$ cat src/rtl/hdmi_pll_pkg.sv
// Shared types and 48 MHz default timing for the HDMI PLL lock supervisor.
package hdmi_pll_pkg;

    localparam int unsigned STATE_W = 3;
    localparam int unsigned RETRY_W = 4;
    localparam int unsigned LOSS_W  = 8;

    localparam int unsigned DEF_RST_CYCLES    = 16;
    localparam int unsigned DEF_LOCK_TIMEOUT  = 48000;
    localparam int unsigned DEF_STABLE_CYCLES = 4800;
    localparam int unsigned DEF_MAX_RETRIES   = 7;
    localparam int unsigned DEF_TMR_W         = 16;

    localparam int unsigned RETRY_MAX     = 15;
    localparam int unsigned LOCK_LOSS_MAX = 255;

    typedef enum logic [STATE_W-1:0] {
        ST_IDLE      = 3'd0,
        ST_PLL_RST   = 3'd1,
        ST_WAIT_LOCK = 3'd2,
        ST_STABLE    = 3'd3,
        ST_RUN       = 3'd4,
        ST_FAIL      = 3'd5
    } state_e;

    typedef struct packed {
        logic pll_rst;
        logic run_rst_n;
        logic fail;
    } ctl_t;

    // Moore decode of the control pins for a given state.
    function automatic ctl_t ctl_decode(input state_e st);
        ctl_t c;
        c.pll_rst   = (st == ST_IDLE) || (st == ST_PLL_RST) || (st == ST_FAIL);
        c.run_rst_n = (st == ST_RUN);
        c.fail      = (st == ST_FAIL);
        return c;
    endfunction

endpackage

$ cat src/rtl/hdmi_pll_supervisor_sync.sv
// Two-flop synchronizer for a single asynchronous level, reset to 0.
module sync_2ff (
    input  logic clk,
    input  logic rst_n,
    input  logic d,
    output logic q
);

    logic meta;

    always_ff @(posedge clk or negedge rst_n) begin
        if (!rst_n) begin
            meta <= 1'b0;
            q    <= 1'b0;
        end else begin
            meta <= d;
            q    <= meta;
        end
    end

endmodule

$ cat src/rtl/hdmi_pll_supervisor.sv
// PLL lock supervisor: pulses PLL RST, qualifies LOCK, releases the datapath
// reset, and retries on timeout or lock loss until a sticky FAIL.
module hdmi_pll_supervisor
    import hdmi_pll_pkg::*;
#(
    parameter int unsigned RST_CYCLES    = DEF_RST_CYCLES,
    parameter int unsigned LOCK_TIMEOUT  = DEF_LOCK_TIMEOUT,
    parameter int unsigned STABLE_CYCLES = DEF_STABLE_CYCLES,
    parameter int unsigned MAX_RETRIES   = DEF_MAX_RETRIES,
    parameter int unsigned TMR_W         = DEF_TMR_W
) (
    input  logic               inclk0,
    input  logic               resetn,
    input  logic               enable,
    input  logic               locked_async,
    output logic               pll_rst,
    output logic               run_rst_n,
    output logic [STATE_W-1:0] state,
    output logic [RETRY_W-1:0] retry_cnt,
    output logic [LOSS_W-1:0]  lock_loss_cnt,
    output logic               fail
);

    localparam longint unsigned TMR_MAX = (64'd1 << TMR_W) - 64'd1;

    if (TMR_W < 1 || TMR_W > 32) begin : g_bad_tmr_w
        $error("hdmi_pll_supervisor: TMR_W must be 1..32");
    end
    if (RST_CYCLES < 1 || LOCK_TIMEOUT < 1 || STABLE_CYCLES < 1) begin : g_bad_zero
        $error("hdmi_pll_supervisor: cycle parameters must be at least 1");
    end
    if (64'(RST_CYCLES) > TMR_MAX || 64'(LOCK_TIMEOUT) > TMR_MAX
        || 64'(STABLE_CYCLES) > TMR_MAX) begin : g_bad_tmr
        $error("hdmi_pll_supervisor: a cycle parameter does not fit in TMR_W bits");
    end
    if (MAX_RETRIES < 1 || MAX_RETRIES > RETRY_MAX) begin : g_bad_retries
        $error("hdmi_pll_supervisor: MAX_RETRIES must be 1..15");
    end

    localparam logic [TMR_W-1:0]   RST_LAST     = TMR_W'(RST_CYCLES - 1);
    localparam logic [TMR_W-1:0]   TIMEOUT_LAST = TMR_W'(LOCK_TIMEOUT - 1);
    localparam logic [TMR_W-1:0]   STABLE_LAST  = TMR_W'(STABLE_CYCLES - 1);
    localparam logic [RETRY_W-1:0] RETRY_LIMIT  = RETRY_W'(MAX_RETRIES);
    localparam logic [RETRY_W-1:0] RETRY_SAT    = RETRY_W'(RETRY_MAX);
    localparam logic [LOSS_W-1:0]  LOSS_SAT     = LOSS_W'(LOCK_LOSS_MAX);

    state_e             state_q;
    logic [TMR_W-1:0]   timer;
    logic [RETRY_W-1:0] retry_inc;
    logic               lk;
    ctl_t               ctl;

    sync_2ff u_lock_sync (
        .clk   (inclk0),
        .rst_n (resetn),
        .d     (locked_async),
        .q     (lk)
    );

    assign retry_inc = (retry_cnt == RETRY_SAT) ? retry_cnt : retry_cnt + 1'b1;

    // State, timer and counters; control pins are a registered decode of the
    // current state so they never glitch.
    always_ff @(posedge inclk0 or negedge resetn) begin
        if (!resetn) begin
            state_q       <= ST_IDLE;
            timer         <= '0;
            retry_cnt     <= '0;
            lock_loss_cnt <= '0;
            ctl           <= ctl_decode(ST_IDLE);
        end else begin
            ctl   <= ctl_decode(state_q);
            timer <= '0;
            if (!enable) begin
                state_q <= ST_IDLE;
                if (state_q == ST_FAIL) begin
                    retry_cnt <= '0;
                end
            end else begin
                case (state_q)
                    ST_IDLE: begin
                        state_q <= ST_PLL_RST;
                    end
                    ST_PLL_RST: begin
                        if (timer == RST_LAST) begin
                            state_q <= ST_WAIT_LOCK;
                        end else begin
                            timer <= timer + 1'b1;
                        end
                    end
                    ST_WAIT_LOCK: begin
                        // A lock arriving on the timeout cycle wins over the retry.
                        if (lk) begin
                            state_q <= ST_STABLE;
                        end else if (timer == TIMEOUT_LAST) begin
                            retry_cnt <= retry_inc;
                            state_q   <= (retry_inc == RETRY_LIMIT) ? ST_FAIL : ST_PLL_RST;
                        end else begin
                            timer <= timer + 1'b1;
                        end
                    end
                    ST_STABLE: begin
                        if (!lk) begin
                            state_q <= ST_WAIT_LOCK;
                        end else if (timer == STABLE_LAST) begin
                            state_q   <= ST_RUN;
                            retry_cnt <= '0;
                        end else begin
                            timer <= timer + 1'b1;
                        end
                    end
                    ST_RUN: begin
                        if (!lk) begin
                            state_q <= ST_PLL_RST;
                            if (lock_loss_cnt != LOSS_SAT) begin
                                lock_loss_cnt <= lock_loss_cnt + 1'b1;
                            end
                        end
                    end
                    ST_FAIL: begin
                        state_q <= ST_FAIL;
                    end
                    default: begin
                        state_q <= ST_IDLE;
                    end
                endcase
            end
        end
    end

    assign state     = state_q;
    assign pll_rst   = ctl.pll_rst;
    assign run_rst_n = ctl.run_rst_n;
    assign fail      = ctl.fail;

endmodule

$ cat config.mk
export PLATFORM = sky130hd
export DESIGN_NAME = hdmi_pll_supervisor
export DESIGN_NICKNAME = d
export VERILOG_FILES = /design/src/rtl/hdmi_pll_pkg.sv /design/src/rtl/hdmi_pll_supervisor_sync.sv /design/src/rtl/hdmi_pll_supervisor.sv
export SDC_FILE = /design/constraint.sdc
export NUM_CORES = 1
export LEC_CHECK = 0
export CAP_MARGIN = 20
export CELL_PAD_IN_SITES_DETAIL_PLACEMENT = 2
export CELL_PAD_IN_SITES_GLOBAL_PLACEMENT = 2
export CORE_MARGIN = 10
export CORE_UTILIZATION = 38
export DETAILED_ROUTE_END_ITERATION = 10
export PLACE_DENSITY = 0.84
export SYNTH_ARGS = -nofsm -noshare
export SYNTH_HDL_FRONTEND = slang
export SYNTH_SLANG_ARGS = --single-unit
$ cat constraint.sdc
create_clock -name inclk0 -period 5.38 [get_ports inclk0]
set_clock_uncertainty 0.1 [all_clocks]
set_input_delay 1.076 -clock inclk0 [delete_from_list [all_inputs] [get_ports inclk0]]
set_output_delay 1.076 -clock inclk0 [all_outputs]
set_load 0.02 [all_outputs]
==> results.md <==
GRT:
- The wire length of the first global-routing pass is 9335 um.
- Global routing used 15.10% of the available tracks across all layers.
- The total overflow reported by the global router is 0.
- Entering global routing, the biggest net connects 37 pins.
- The number of global-route vias before repair was 1779.
- The initial antenna violation count is 0.

Critical path:
- STA classifies the critical path endpoint as an output port.
- The capture instance of the worst register-to-register path is timer[4]$_DFF_PN0_.
- STA classifies the critical path startpoint as a flop.
- The signal arrival time at the worst endpoint is 1.57 ns.
- The critical path is of the reg2out type.
- The startpoint identified for the worst register-to-register timing path is timer[10]$_DFF_PN0_.
- The maximum fanout along the worst path is 10.
- The master of the slowest instance on the critical path is clkdlybuf4s50_1.
- Broken down by cell family, the worst path's largest delay share belongs to buffers and inverters.
- The worst reg2reg path depth is 5.
- In this run the worst setup path begins at state[0]$_DFFE_PN0P_.
- Together, buffers and inverters on the worst path number 1.
- In this run the register-to-register setup slack is 2.80 ns.
- Traced cell by cell, the critical path runs through clkdlybuf4s50_1.
- The stage delay of the slowest cell on the critical path is 0.70 ns.
- The critical path data required time is 4.20 ns.

Min path:
- The instance count along the most critical hold path is 0.
- The worst min-delay path endpoint is u_lock_sync.q$_DFF_PN0_.
- The type of the tightest min-delay check is reg2reg.
- The startpoint of the most critical hold path is u_lock_sync.meta$_DFF_PN0_.

Layout:
- Of the cells placed in the final design, the portion with a size suffix greater than 1 is 7.177%.
- In the layout the commonest cells are 35 x dfrtp_1, 26 x nor2_1, 21 x clkdlybuf4s50_1.
- The final net count is 215.
- The most common cell after layout, fill and taps aside is dfrtp_1.
- From synthesis to final layout, the design area changed by 19.70%.
- The number of antenna diodes in the final layout is 0.

Synth:
- Measured against the total synthesized area, the mux share comes to 0.6114%.
- The post-synthesis compound-gate area fraction is 11.28%.
- Summing every instance area after synthesis gives 1842 um^2.
- For this run, asynchronously set or reset flops after synthesis account for 100.0%.
- After synthesis, the largest family of logic cells by area is simple AND/OR/NAND/NOR gates.
- Averaged over all synthesized cells, the footprint is 10.01 um^2.
- The count of warnings emitted by yosys is 0.
- Of the total synthesized cell area, the portion taken by AND, OR, NAND and NOR gates is 23.57%.
- The share of the Yosys chip area taken by registers is 48.98%.
- The most used flip-flop cell after synthesis is dfrtp_1.
- The net count after synthesis is 191.
- In this run, distinct cell masters in the synthesized netlist total 44.
- The fraction of the mapped netlist area in adder cells is 2.038%.
- The count of flip-flops with a built-in enable after synthesis is 0.
- The cell count after synthesis came out at 184.
- Summing the areas of all xor and xnor instances in the mapped netlist gives 10.46% of the synthesized area.
- Counting flops and latches in the post-synthesis netlist gives 36.

Timing:
- Of the available clock period, the critical path in the final layout requires 50.97%.
- The worst-case setup margin in the final layout is 2.638 ns.
- The clock period minus worst slack is 2.742 ns.
- Setup repair after global routing left no endpoint under its margin.
- The max-slew headroom at the worst pin is 55.57%.
- The actual transition at the worst max-transition pin is 0.6664 ns.
- The final count of hold timing violations was 0.
- The final number of setup-violating endpoints is 0.
- The final total negative setup slack is 0 ns.
- The number of max-slew violations in the final report is 0.
- The highest attainable clock frequency is 364.7 MHz.

Clocking:
- The number of buffers added to fix hold violations after cts is 0.
- The clock net in this run drives a total of 36 sinks.
- TritonCTS built the clock tree.
- The clock passes through at most 2 buffers.
- The number of clock buffers added by TritonCTS is 5.
- Post-CTS repair changed the size of 0 cells.
- Clock tree synthesis selected as its root buffer the cell clkbuf_8.
- Clock latency on the worst-skew pair, taken at its later pin, is 0.29 ns.
- Clock-pin slew was measured on the worst setup and hold paths at 0.08 ns.
- In this run the post-CTS setup repair buffer count came out at 0.
- The depth of the CTS H-tree is 2.

Route:
- The number of vias in the routed layout is 1497.
- In the routed layout, each cell is associated on average with a via count of 5.424.
- The highest routed metal layer is met4.
- In the final routed layout, each cell accounts on average for 19.15 um.
- The pre-antenna-repair detailed-routing pass consisted of 4 iterations.
- The length of routed wiring on met1 is 2308 um.
- The remaining routing DRC violations is 0.
- The number of nets with antenna violations after routing is 0.
- The DRC violation total after the first TritonRoute iteration is 57.
- The sum of routed wire length over all layers is 5286 um.
- In the detailed route, the total length drawn on met2 is 2684 um.
- Summed over all nets, wire length on met3 after detailed routing comes to 233 um.

Power:
- The total power is 565.6 uW.
- In this run the static leakage power is 0.9455 nW.
- For this design the ratio of total power to cell area is 256.6 nW/um^2.
- The worst-case IR drop observed on VDD is 0.0001675 V.

Floorplanning:
- The floorplan has 25 rows.
- The number of primary I/O pins is 22.
- The floorplan step defined a die boundary enclosing 8032 um^2.
- Measured along the x axis, the die boundary spans 89.62 um.
- The floorplan die height is 89.62 um.
- The placeable core region is 4723 um^2.
- The starting utilization of the core area is 38.99%.

Placed design:
- Port buffering added 21 buffers.
- The final weighted congestion in routability-driven placement is 0.8212.
- Detailed placement finished with a half-perimeter wire length of 3882 um.
- Prior to clock tree synthesis, the placed netlist has a worst setup slack of 2.331 ns.

Job:
- The count of max-cap constraint violations is 0.

Status:
- The run finished with clean final reports.
==> power by group <==
group	internal (mW)	switching, mW	total, mW
logic	0.0311	0.0465	0.0776
registers	0.281	0.0159	0.297
clock network	0.0902	0.101	0.191
total	0.402	0.164	0.566
==> worst register-to-register path, stage by stage (launching register included) <==
cell and delay [ns]:
dfrtp_1 0.45, nor4_1 0.42, nand2_1 0.16, o41a_4 0.53, o31ai_4 0.64, nor2_1 0.13
==> cells by family after synthesis <==
| group | count (synthesis) |
|---|---|
| simple gates | 84 |
| xor+xnor | 22 |
| mux | 1 |
| buf+inv | 13 |
| fa+ha+maj | 3 |
| flops | 36 |
| compound gates | 25 |
==> cells in the mapped netlist (2+ instances only) <==
| cell | n | area (um^2) |
|---|---|---|
| dfrtp_1 | 35 | 875.8 |
| nor2_1 | 26 | 97.59 |
| nand3_1 | 11 | 55.05 |
| xnor2_1 | 11 | 96.34 |
| xor2_1 | 11 | 96.34 |
| nand2_1 | 10 | 37.54 |
| inv_1 | 8 | 30.03 |
| nand4_1 | 8 | 50.05 |
| and3_1 | 6 | 37.54 |
| nor3_1 | 6 | 30.03 |
| a21oi_1 | 4 | 20.02 |
| clkbuf_1 | 4 | 15.01 |
| o21ai_0 | 4 | 20.02 |
| ha_1 | 3 | 37.54 |
| a2111oi_0 | 2 | 17.52 |
| a22oi_1 | 2 | 15.01 |
| and2_1 | 2 | 12.51 |
| and4_1 | 2 | 17.52 |
| nand3b_1 | 2 | 15.01 |
| nor4_1 | 2 | 12.51 |
| o21a_1 | 2 | 15.01 |
==> layer usage <==
metal / vias up / GRT usage (%)
li1: 703 / -
met1: 761 / 18.00
met2: 27 / 25.86
met3: 6 / 3.791
met5: - / 0
met4: 0 / 5.058
==> flip-flops by register name (all words and copies together), names as in the netlist <==
signal,cells
timer,16
lock_loss_cnt,8
retry_cnt,4
state,3
fail,1
pll_rst,1
run_rst_n,1
u_lock_sync.meta,1
u_lock_sync.q,1
==> metrics by stage <==
step	utilization, %	cell area, um^2	std cells	hold WS [ns]
3_3_place_gp	44.82	2117	268	0.2381
2_1_floorplan	-	1842	184	0.2312
4_1_cts	46.68	2205	276	0.2670
6_report	46.68	2205	276	0.2605
5_1_grt	46.68	2205	276	0.2846
3_5_place_dp	44.82	2117	268	0.2370
==> worst max path at each step <==
stage	end	slack, ns	cells past startpoint
after floorplan	timer[11]$_DFF_PN0_	3.27	5
after global placement	retry_cnt[1]$_DFFE_PN0P_	2.49	5
after detailed placement	retry_cnt[1]$_DFFE_PN0P_	2.33	5
after CTS	state[1]	2.63	1
after global routing	retry_cnt[1]$_DFFE_PN0P_	2.51	5
final	state[0]	2.64	1
==> area by class of cell <==
cell class	count	area, um^2
Clock buffer	5	68.82
Inverter	8	30.03
Timing Repair Buffer	22	217.7
Tap cell	67	83.83
Clock inverter	3	18.77
Sequential cell	36	902.1
Fill cell	502	2519
Multi-Input combinational cell	135	883.3
No activity file was read; power rests on OpenSTA's default activity.
